[src/rtl/mult_control.sv]
// mult_control: sequencing controller for the signed shift-add multiplier.
//
// Steps the X/A/B register datapath through one run: a clear of X and A,
// then N_BITS add/shift iterations. The last iteration subtracts instead of
// adding, because the multiplier's top bit carries negative weight in two's
// complement.
//
// Optional feature:
//   MULT_CTRL_SYNC_EN  when defined, run_i passes through a 2-flop
//                      synchronizer before edge detection, which adds
//                      2 cycles of start latency.
//
// Ports:
//   Clk             system clock, all state on the rising edge
//   Reset_Load_Clr  asynchronous active-high reset (FSM to IDLE, counter to 0)
//   run_i           Run button level, active-high
//   m_i             current LSB of B (multiplier bit under test)
//   clr_xa_o        clear X and A (one cycle at the start of a run)
//   add_o           load A/X with A + S
//   sub_o           load A/X with A - S (final iteration only)
//   shift_o         arithmetic right shift of X:A:B
//   busy_o          high from CLR through the last SHF
//   done_o          high in HOLD (product valid in A:B)

module mult_control #(
    parameter int unsigned N_BITS = 8
) (
    input  logic Clk,
    input  logic Reset_Load_Clr,
    input  logic run_i,
    input  logic m_i,
    output logic clr_xa_o,
    output logic add_o,
    output logic sub_o,
    output logic shift_o,
    output logic busy_o,
    output logic done_o
);

    localparam int unsigned CntW = $clog2(N_BITS);
    localparam logic [CntW-1:0] CntLast = CntW'(N_BITS - 1);

    typedef enum logic [2:0] {
        StIdle,
        StClr,
        StAdd,
        StShf,
        StHold
    } state_e;

    state_e          state_q, state_d;
    logic [CntW-1:0] cnt_q, cnt_d;
    logic            run_s;
    logic            run_prev_q;
    logic            run_edge;
    logic            cnt_last;

`ifdef MULT_CTRL_SYNC_EN
    logic [1:0] run_sync_q;

    always_ff @(posedge Clk or posedge Reset_Load_Clr) begin
        if (Reset_Load_Clr) begin
            run_sync_q <= '0;
        end else begin
            run_sync_q <= {run_sync_q[0], run_i};
        end
    end

    assign run_s = run_sync_q[1];
`else
    // Source is assumed to be synchronous to Clk already.
    assign run_s = run_i;
`endif

    // run_prev keeps tracking during a run, so a press held through the
    // whole run cannot retrigger once the FSM is back in IDLE.
    assign run_edge = run_s & ~run_prev_q;
    assign cnt_last = (cnt_q == CntLast);

    always_ff @(posedge Clk or posedge Reset_Load_Clr) begin
        if (Reset_Load_Clr) begin
            state_q    <= StIdle;
            cnt_q      <= '0;
            run_prev_q <= 1'b0;
        end else begin
            state_q    <= state_d;
            cnt_q      <= cnt_d;
            run_prev_q <= run_s;
        end
    end

    always_comb begin
        state_d  = state_q;
        cnt_d    = cnt_q;
        clr_xa_o = 1'b0;
        add_o    = 1'b0;
        sub_o    = 1'b0;
        shift_o  = 1'b0;
        busy_o   = 1'b0;
        done_o   = 1'b0;

        unique case (state_q)
            StIdle: begin
                if (run_edge) begin
                    state_d = StClr;
                end
            end
            StClr: begin
                clr_xa_o = 1'b1;
                busy_o   = 1'b1;
                cnt_d    = '0;
                state_d  = StAdd;
            end
            StAdd: begin
                // m_i is stable here: B only moves on a shift.
                add_o   = m_i & ~cnt_last;
                sub_o   = m_i & cnt_last;
                busy_o  = 1'b1;
                state_d = StShf;
            end
            StShf: begin
                shift_o = 1'b1;
                busy_o  = 1'b1;
                if (cnt_last) begin
                    state_d = StHold;
                end else begin
                    cnt_d   = cnt_q + CntW'(1);
                    state_d = StAdd;
                end
            end
            StHold: begin
                done_o = 1'b1;
                if (!run_s) begin
                    state_d = StIdle;
                end
            end
            default: begin
                state_d = StIdle;
            end
        endcase
    end

endmodule

[config.mk]
export PLATFORM = sky130hd
export DESIGN_NAME = mult_control
export DESIGN_NICKNAME = d
export VERILOG_FILES = /design/src/rtl/mult_control.sv
export SDC_FILE = /design/constraint.sdc
export NUM_CORES = 1
export LEC_CHECK = 0
export ABC_CLOCK_PERIOD_IN_PS = 3700
export CORE_AREA = 2 2 39 41
export CTS_CLUSTER_DIAMETER = 60
export DETAILED_ROUTE_END_ITERATION = 7
export DIE_AREA = 0 0 41 43
export GPL_ROUTABILITY_DRIVEN = 1
export PLACE_DENSITY_LB_ADDON = 0.2
export SYNTH_ARGS = -nofsm -noshare
export SYNTH_HDL_FRONTEND = slang
export SYNTH_SLANG_ARGS = --single-unit
[constraint.sdc]
create_clock -name Clk -period 3.7 [get_ports Clk]
set_input_delay 0.74 -clock Clk [delete_from_list [all_inputs] [get_ports Clk]]
set_output_delay 0.74 -clock Clk [all_outputs]
set_load 0.05 [all_outputs]
# Word-level counts from Yosys, hierarchy flattened
# Cells that the tools add are included.
[classes] reduce_logical=5 addsub=1 eq_ne=8 mux=12 bitwise=5
[ops] operator="$pmux 3 s5" n=1
[ops] operator="$mux 3" n=4
[ops] operator="$eq 3x2->1 const B" n=2
[ops] operator="$eq 3x3->1 const B" n=2
[ops] operator="$mux 1" n=6
[ops] operator="$ne 2x2->1 const B" n=3
[ops] operator="$pmux 3 s2" n=1
[ops] operator="$reduce_and 2->1" n=2
[ops] operator="$add 3x1->3 const B" n=1
[ops] operator="$and 1x1->1" n=3
[ops] operator="$eq 3x1->1 const B" n=1
[ops] operator="$logic_not 3->1" n=1
[ops] operator="$reduce_or 3->1" n=1
[ops] operator="$not 1->1" n=2
[ops] operator="$reduce_bool 2->1" n=1
[word_totals] register_bits=7 wordCells=34 output_inout_bits=6 input_bits=4

# Logic depth before layout (Yosys ltp)
# Gate-level depths: netlist of run 1.
[logic_depth] word_depth=4 ltp_mapped=5 ltp_nobuf=5

# Worst setup path before layout of run 1
# No wires, ideal clock.
[synth_path] path_kind="reg2out" start="register state_q[2]" end="output clr_xa_o" t_required_ps=2960 t_arrival_ps=1253 path_slack_ps=1707 stages_incl_launch_ff=3 path_buffers=0 cell_sequence="dfrtp_1 -> nand2b_2 -> nor2_1"
[synth_via] elab_chain_cells=2
[synth_lines] element="start, declared" line="51" rtl="state_e state_q, state_d;"
[synth_lines] element="start signal, assigned" line="82" rtl="state_q <= StIdle;"
[synth_lines] element="start signal, assigned" line="86" rtl="state_q <= state_d;"
[synth_lines] element="$eq 3x1->1" line="102" rtl="unique case (state_q)"
[synth_lines] element="$mux 1" line="102"
[synth_lines] element="end, declared" line="32" rtl="output logic clr_xa_o,"
# No other way between the ends.

# Final worst setup path of run 1
[layout_path] start="input m_i" end="output add_o"
[layout_via] elab_chain_cells=2
[layout_lines] element="start, declared" line="31" rtl="input logic m_i,"
[layout_lines] element="$and 1x1->1" line="116" rtl="add_o = m_i & ~cnt_last;"
[layout_lines] element="$mux 1" line="102"
[layout_lines] element="end, declared" line="33" rtl="output logic add_o,"
# No other way between the ends.

==> metrics.txt, run 1 <==
# TYPE chip_impl_metric gauge
chip_impl_metric{name="power.switching",unit="mW"} 0.1981
chip_impl_info{name="grt_setup_unrepaired",value="false"} 1
chip_impl_metric{name="slew_headroom",unit=""} 0.6655
chip_impl_metric{name="n_antenna_cell",unit=""} 0
chip_impl_metric{name="grt_max_degree",unit=""} 9
chip_impl_info{name="cts.root.buffer_cell",value="sky130_fd_sc_hd__clkbuf_4"} 1
chip_impl_metric{name="core.rowCount",unit=""} 14
chip_impl_metric{name="power.share.switching",unit=""} 0.4471
chip_impl_metric{name="boundaryPins",unit=""} 10
chip_impl_metric{name="slew_violations",unit=""} 0
chip_impl_metric{name="wirelength_per_cell",unit="um"} 11.02
chip_impl_metric{name="static-leakage-power",unit="nW"} 0.2171
chip_impl_metric{name="gp_congestion",unit=""} 0.7035
chip_impl_metric{name="synth.top_cell.area_share",unit=""} 0.4844
chip_impl_metric{name="multi_input_area",unit="um^2"} 178.9
chip_impl_metric{name="antenna_violations_before_repair",unit=""} 0
chip_impl_metric{name="port_buffers",unit=""} 9
chip_impl_metric{name="cap_violations",unit=""} 0
chip_impl_info{name="timing.critical_path.from_type",value="primary input"} 1
chip_impl_metric{name="final-setup-viol-count",unit=""} 0
chip_impl_metric{name="yosysWarningCount",unit=""} 0
chip_impl_metric{name="remaining_number_of_nets_flagged_by_the_antenna_check_after_routing",unit=""} 0
chip_impl_metric{name="max_freq",unit="GHz"} 0.3390
chip_impl_metric{name="worst_hold_margin",unit="ns"} 0.5210
chip_impl_info{name="layout_common_cells",value="sky130_fd_sc_hd__clkdlybuf4s50_1, sky130_fd_sc_hd__dfrtp_1"} 1
chip_impl_metric{name="detailedPlacementHpwl",unit="um"} 557.1
chip_impl_metric{name="die-width",unit="um"} 41
chip_impl_metric{name="combPwrFrac",unit=""} 0.535
chip_impl_metric{name="globalRouteTotalUtil",unit=""} 0.1034
chip_impl_metric{name="power.clock.fraction",unit=""} 0.154
chip_impl_metric{name="synth_to_final_area_change",unit="%"} 37.72
chip_impl_metric{name="tritoncts.num_buffers",unit=""} 3
chip_impl_info{name="commonest_non_fill_non_tap_cell_in_the_layout",value="sky130_fd_sc_hd__clkdlybuf4s50_1"} 1
chip_impl_metric{name="seq_cells_post_synth",unit=""} 7
chip_impl_metric{name="post_synth_instance_area",unit="um^2"} 361.6
chip_impl_metric{name="holdBufCountCts",unit=""} 0
chip_impl_metric{name="detailedRoute.firstPassIterationCount",unit=""} 1
chip_impl_metric{name="worst-slew-pin-transition",unit="ns"} 0.5002
chip_impl_metric{name="layout.area.seq",unit="um^2"} 175.2
chip_impl_metric{name="cts_max_level",unit=""} 1
chip_impl_metric{name="initial_utilization",unit=""} 0.2613
chip_impl_metric{name="post_route_minimum_period",unit="ns"} 2.950
chip_impl_metric{name="cp_max_fo",unit=""} 2
chip_impl_metric{name="timing.final.crit_share",unit=""} 0.7973
chip_impl_metric{name="seqPwrFrac",unit=""} 0.311
chip_impl_metric{name="internal_power",unit="mW"} 0.2450
chip_impl_metric{name="fillerInstances",unit=""} 141
chip_impl_metric{name="routed-via-count",unit=""} 283
chip_impl_metric{name="post_route_cells_drive_above_1_share",unit=""} 0.1875
chip_impl_metric{name="grt_pass1_vias",unit=""} 296
chip_impl_metric{name="worst_ir_drop_vdd",unit="mV"} 0.4129
chip_impl_metric{name="synth_sequential_area_ratio",unit=""} 0.4844
chip_impl_metric{name="design.final.nets",unit=""} 55
chip_impl_metric{name="latest_clock_arrival_within_the_worst_skew_pair",unit="ns"} 0.25
chip_impl_metric{name="vias_per_cell",unit=""} 4.422
chip_impl_metric{name="coreArea",unit="mm^2"} 0.001384
chip_impl_metric{name="yosysUniqueCellTypes",unit=""} 20
chip_impl_metric{name="syn_area_per_cell",unit="um^2"} 10.33
chip_impl_metric{name="finalClockSkew",unit="ns"} 0.002142
chip_impl_metric{name="die-area",unit="mm^2"} 0.001763
chip_impl_metric{name="buffers_inserted_by_post_cts_timing_repair",unit=""} 0
chip_impl_info{name="synth_top_area_cell",value="sky130_fd_sc_hd__dfrtp_1"} 1
chip_impl_metric{name="fin_setup_tns",unit="ns"} 0
chip_impl_metric{name="dp_slack",unit="ns"} 0.7467
chip_impl_info{name="worst_setup_end_kind",value="output pin"} 1
chip_impl_info{name="crit_type",value="in2out"} 1
chip_impl_metric{name="synth_cells",unit=""} 35
chip_impl_metric{name="finalInstanceArea",unit="um^2"} 498.0
chip_impl_metric{name="initialDrtViolationCount",unit=""} 0
chip_impl_metric{name="grt_first_pass_wirelength",unit="mm"} 1.152
chip_impl_metric{name="placement.cell_area",unit="um^2"} 471.7
chip_impl_info{name="synth_area_leaders",value="sky130_fd_sc_hd__dfrtp_1, sky130_fd_sc_hd__ha_1, sky130_fd_sc_hd__o21ai_0, sky130_fd_sc_hd__o21ai_1, sky130_fd_sc_hd__and4bb_2"} 1
chip_impl_metric{name="remaining_drcs",unit=""} 0
chip_impl_info{name="min-delay-path-class",value="reg2reg"} 1
chip_impl_metric{name="finalHoldViolCount",unit=""} 0
chip_impl_metric{name="clk_pin_slew_worst_paths",unit="ns"} 0.05
chip_impl_metric{name="critPathRequiredTime",unit="ns"} 2.96
chip_impl_metric{name="clock_tree_buffer_depth",unit=""} 2
chip_impl_metric{name="timing.final.ws_setup",unit="ns"} 0.7499
chip_impl_metric{name="powerDensity",unit="mW/mm^2"} 889.9
chip_impl_metric{name="cts.sink_count",unit=""} 7
chip_impl_info{name="clock_tree_from_tritoncts",value="yes"} 1
chip_impl_metric{name="cp.arrival",unit="ns"} 2.21
chip_impl_metric{name="grt_remaining_overflow",unit=""} 0
chip_impl_metric{name="postCtsResizedCells",unit=""} 0
chip_impl_metric{name="dieHeight",unit="um"} 43
chip_impl_metric{name="wl",unit="um"} 705
chip_impl_info{name="run_status",value="finished, final reports clean"} 1
chip_impl_metric{name="syn-num-nets",unit=""} 41
==> metrics by stage <==
stage                       util  total power [mW]  cells
after global routing      0.3599            0.4788     64
final                     0.3599            0.4432     64
after floorplan                -            0.3084     35
after detailed placement  0.3409            0.3779     60
after global placement    0.3409            0.3697     60
after CTS                 0.3599            0.4499     64
==> Yosys cell counts, drive strengths merged <==
master	instances
inv	2
nor2	3
a32o	1
and4b	1
and2	3
dfrtp	7
a21oi	1
and4bb	1
nor3	1
nand2b	2
ha	2
o21ai	6
nand2	2
a211oi	1
and2b	1
or2	1
==> per-layer routing <==
| layer | vias to the layer above | GRT usage | wire (um) |
|---|---|---|---|
| met5 | - | 0 | 0 |
| met4 | 0 | 0.04000 | 12 |
| met3 | 2 | 0.07853 | 50 |
| met2 | 8 | 0.1531 | 345 |
| met1 | 126 | 0.1063 | 297 |
| li1 | 147 | - | - |
==> worst paths after layout <==
path                       slack, ns  depth (start not counted)                      to            startpoint
min in group asynchronous       0.72                          2  state_q[0]$_DFFE_PP0P_        Reset_Load_Clr
setup reg to reg                2.29                          5    cnt_q[0]$_DFFE_PP0P_  cnt_q[0]$_DFFE_PP0P_
hold / removal                  0.52                          2    cnt_q[2]$_DFFE_PP0P_  cnt_q[2]$_DFFE_PP0P_
hold reg to reg                 0.52                          2    cnt_q[2]$_DFFE_PP0P_  cnt_q[2]$_DFFE_PP0P_
max in group asynchronous       2.77                          2    cnt_q[2]$_DFFE_PP0P_        Reset_Load_Clr
setup / recovery                0.75                          3                   add_o                   m_i
==> sequential cells by signal, indices dropped and copies added (netlist names) <==
register,cells
cnt_q,3
state_q,3
run_prev_q,1
==> area by class of cell <==
cell class,instances,area share
clock buffers,4,0.05276
inverters,2,0.01508
multi-input cells,26,0.3593
flip-flops and latches,7,0.3518
well taps,16,0.04020
repair buffers,9,0.1809
==> kinds of logic after synthesis <==
logic type                 count (synthesis)  synth area share
buffers and inverters                      2           0.02077
AOI/OAI and AO/OA                          9            0.1453
and+or+nand+nor                           15            0.2803
adders and majority gates                  2           0.06919
DFF                                        7            0.4844
==> critical path, cell delays in order <==
cell,delay (ns)
sky130_fd_sc_hd__clkdlybuf4s50_1,0.47
sky130_fd_sc_hd__and4bb_2,0.21
sky130_fd_sc_hd__clkdlybuf4s50_1,0.79
==> power by group through the flow <==
stage	sequential (mW)	clock (mW)	combinational [mW]
floorplan	0.130	0	0.178
global placement	0.138	0	0.231
finish	0.138	0.0684	0.237
global route	0.145	0.0788	0.255
CTS	0.138	0.0723	0.240
detailed placement	0.139	0	0.239
(Power assumes the default switching activity.)
==> run 2, diff against run 1 <==
--- a/config.mk
+++ b/config.mk
@@ -5,7 +5,7 @@
 export SDC_FILE = /design/constraint.sdc
 export NUM_CORES = 1
 export LEC_CHECK = 0
-export ABC_CLOCK_PERIOD_IN_PS = 3700
+export ABC_CLOCK_PERIOD_IN_PS = 2500
 export CORE_AREA = 2 2 39 41
 export CTS_CLUSTER_DIAMETER = 60
 export DETAILED_ROUTE_END_ITERATION = 7
==> constraint.sdc (replaced) <==
create_clock -name Clk -period 2.5 [get_ports Clk]
set_input_delay 0.5 -clock Clk [delete_from_list [all_inputs] [get_ports Clk]]
set_output_delay 0.5 -clock Clk [all_outputs]
set_load 0.05 [all_outputs]
==> metrics.txt, run 2 (synthesized netlist as in run 1, its figures left out) <==
# TYPE chip_impl_metric gauge
chip_impl_info{name="run_status",value="finished, final reports clean"} 1
chip_impl_metric{name="remaining_number_of_nets_flagged_by_the_antenna_check_after_routing",unit=""} 0
chip_impl_metric{name="grt_remaining_overflow",unit=""} 0
chip_impl_metric{name="finalInstanceArea",unit="um^2"} 518.0
chip_impl_metric{name="slew_violations",unit=""} 0
chip_impl_metric{name="globalRouteTotalUtil",unit=""} 0.1052
chip_impl_metric{name="detailedPlacementHpwl",unit="um"} 616.8
chip_impl_metric{name="antenna_violations_before_repair",unit=""} 0
chip_impl_metric{name="fin_setup_tns",unit="ns"} 0
chip_impl_metric{name="critPathRequiredTime",unit="ns"} 2.00
chip_impl_metric{name="post_route_minimum_period",unit="ns"} 2.383
chip_impl_metric{name="seqPwrFrac",unit=""} 0.301
chip_impl_metric{name="coreArea",unit="mm^2"} 0.001384
chip_impl_metric{name="core.rowCount",unit=""} 14
chip_impl_metric{name="combPwrFrac",unit=""} 0.549
chip_impl_metric{name="internal_power",unit="mW"} 0.3808
chip_impl_metric{name="ff2ff_setup_slack",unit="ns"} 1.04
chip_impl_metric{name="n_antenna_cell",unit=""} 0
chip_impl_metric{name="wl",unit="um"} 758
chip_impl_info{name="timing.critical_path.from_type",value="flip-flop"} 1
chip_impl_metric{name="die-area",unit="mm^2"} 0.001763
chip_impl_metric{name="gp_congestion",unit=""} 0.6614
chip_impl_metric{name="finalClockSkew",unit="ns"} 0.002091
chip_impl_metric{name="cts.sink_count",unit=""} 7
chip_impl_metric{name="cp.arrival",unit="ns"} 1.88
chip_impl_metric{name="cap_violations",unit=""} 0
chip_impl_metric{name="max_freq",unit="GHz"} 0.4196
chip_impl_metric{name="initialDrtViolationCount",unit=""} 10
chip_impl_metric{name="holdBufCountCts",unit=""} 0
chip_impl_metric{name="static-leakage-power",unit="nW"} 0.2269
chip_impl_metric{name="buffers_inserted_by_post_cts_timing_repair",unit=""} 0
chip_impl_info{name="cts.root.buffer_cell",value="sky130_fd_sc_hd__clkbuf_4"} 1
chip_impl_metric{name="port_buffers",unit=""} 9
chip_impl_metric{name="grt_first_pass_wirelength",unit="mm"} 1.166
chip_impl_metric{name="boundaryPins",unit=""} 10
chip_impl_info{name="worst_setup_end_kind",value="output pin"} 1
chip_impl_metric{name="clk_pin_slew_worst_paths",unit="ns"} 0.05
chip_impl_metric{name="placement.cell_area",unit="um^2"} 491.7
chip_impl_metric{name="remaining_drcs",unit=""} 0
chip_impl_metric{name="grt_max_degree",unit=""} 9
chip_impl_info{name="layout_common_cells",value="sky130_fd_sc_hd__dfrtp_1, sky130_fd_sc_hd__clkdlybuf4s50_1"} 1
chip_impl_metric{name="finalHoldViolCount",unit=""} 0
chip_impl_metric{name="postCtsResizedCells",unit=""} 0
chip_impl_info{name="regToRegEndpoint",value="cnt_q[2]$_DFFE_PP0P_"} 1
chip_impl_metric{name="latest_clock_arrival_within_the_worst_skew_pair",unit="ns"} 0.25
chip_impl_metric{name="final-setup-viol-count",unit=""} 0
chip_impl_metric{name="vias_per_cell",unit=""} 4.672
chip_impl_metric{name="initial_utilization",unit=""} 0.2613
chip_impl_metric{name="cp_max_fo",unit=""} 6
chip_impl_info{name="crit_type",value="reg2out"} 1
chip_impl_metric{name="synth_to_final_area_change",unit="%"} 43.25
chip_impl_info{name="grt-busiest-layer",value="met2"} 1
chip_impl_metric{name="worst-slew-pin-transition",unit="ns"} 0.4939
chip_impl_metric{name="slew_headroom",unit=""} 0.6697
chip_impl_metric{name="power.clock.fraction",unit=""} 0.150
chip_impl_info{name="crit-reg2reg-launch",value="cnt_q[0]$_DFFE_PP0P_"} 1
chip_impl_metric{name="power.share.switching",unit=""} 0.4430
chip_impl_metric{name="grt_use_met3",unit=""} 0.07853
chip_impl_metric{name="worst_ir_drop_vdd",unit="mV"} 0.5121
chip_impl_metric{name="grt_pass1_vias",unit=""} 300
chip_impl_metric{name="clock_tree_buffer_depth",unit=""} 2
chip_impl_info{name="largest_registers",value="cnt_q: 3 flops, state_q: 3 flops, run_prev_q: 1 flops"} 1
chip_impl_metric{name="detailedRoute.firstPassIterationCount",unit=""} 3
chip_impl_metric{name="die-width",unit="um"} 41
chip_impl_metric{name="routed-via-count",unit=""} 299
chip_impl_metric{name="power.switching",unit="mW"} 0.3029
chip_impl_metric{name="tritoncts.num_buffers",unit=""} 3
chip_impl_metric{name="timing.final.crit_share",unit=""} 0.9534
chip_impl_metric{name="post-layout-total-power",unit="mW"} 0.6837
chip_impl_metric{name="placed_cells",unit=""} 60
chip_impl_info{name="grt_setup_unrepaired",value="false"} 1
chip_impl_metric{name="worst_hold_margin",unit="ns"} 0.4777
chip_impl_metric{name="fillerInstances",unit=""} 143
chip_impl_metric{name="reg2reg_depth",unit=""} 5
chip_impl_metric{name="grt_util_met2",unit=""} 0.1625
chip_impl_metric{name="post_route_cells_drive_above_1_share",unit=""} 0.2292
chip_impl_info{name="clock_tree_from_tritoncts",value="yes"} 1
chip_impl_metric{name="final_cells",unit=""} 64
chip_impl_metric{name="powerDensity",unit="mW/mm^2"} 1320
chip_impl_metric{name="design.final.nets",unit=""} 55
chip_impl_metric{name="use_met1",unit=""} 0.1020
chip_impl_info{name="min-delay-path-class",value="in2async"} 1
chip_impl_metric{name="cts_max_level",unit=""} 1
chip_impl_metric{name="dieHeight",unit="um"} 43
chip_impl_metric{name="wirelength_per_cell",unit="um"} 11.84
[run 2: per-stage QoR]
stage | worst slack, ns | util
global placement | 0.4081 | 0.3553
detailed placement | 0.3924 | 0.3553
floorplan | 0.7469 | -
global route | 0.04646 | 0.3743
CTS | 0.1160 | 0.3743
finish | 0.1166 | 0.3743
[run 2: worst max path at each step]
stage	endpoint	slack (ns)	cells after the start	startpoint
floorplan	clr_xa_o	0.75	2	state_q[2]$_DFFE_PP0P_
global placement	shift_o	0.41	3	state_q[2]$_DFFE_PP0P_
CTS	shift_o	0.12	3	state_q[2]$_DFFE_PP0P_
finish	shift_o	0.12	3	state_q[2]$_DFFE_PP0P_
detailed placement	shift_o	0.39	3	state_q[2]$_DFFE_PP0P_
global route	done_o	0.05	3	state_q[1]$_DFFE_PP0P_
[run 2: critical path: stages, from the launching register on]
cell,delay (ns)
sky130_fd_sc_hd__dfrtp_1,0.43
sky130_fd_sc_hd__and2b_1,0.27
sky130_fd_sc_hd__and2_2,0.15
sky130_fd_sc_hd__clkdlybuf4s50_1,0.79
[run 2: layout make-up]
cell class / count / area (um^2) / share of cell area
tap: 16 / 20.02 / 0.03865
clock buffer: 4 / 26.28 / 0.05072
timing repair buffer: 9 / 110.1 / 0.2126
multi-input combinational: 26 / 178.9 / 0.3454
sequential: 7 / 175.2 / 0.3382
inverter: 2 / 7.507 / 0.01449
[run 2: power by group through the flow]
| stage | logic, mW | registers, mW | clock network, mW |
|---|---|---|---|
| after global routing | 0.398 | 0.212 | 0.118 |
| after global placement | 0.370 | 0.203 | 0 |
| after floorplan | 0.264 | 0.193 | 0 |
| final | 0.375 | 0.206 | 0.102 |
| after detailed placement | 0.379 | 0.208 | 0 |
| after CTS | 0.381 | 0.206 | 0.106 |
[run 2: routing by layer]
metal  part of all wire  vias up
met5                  0        -
met4                  0        0
met3              0.063        0
met2               0.54        7
met1               0.39      142
li1                   -      150
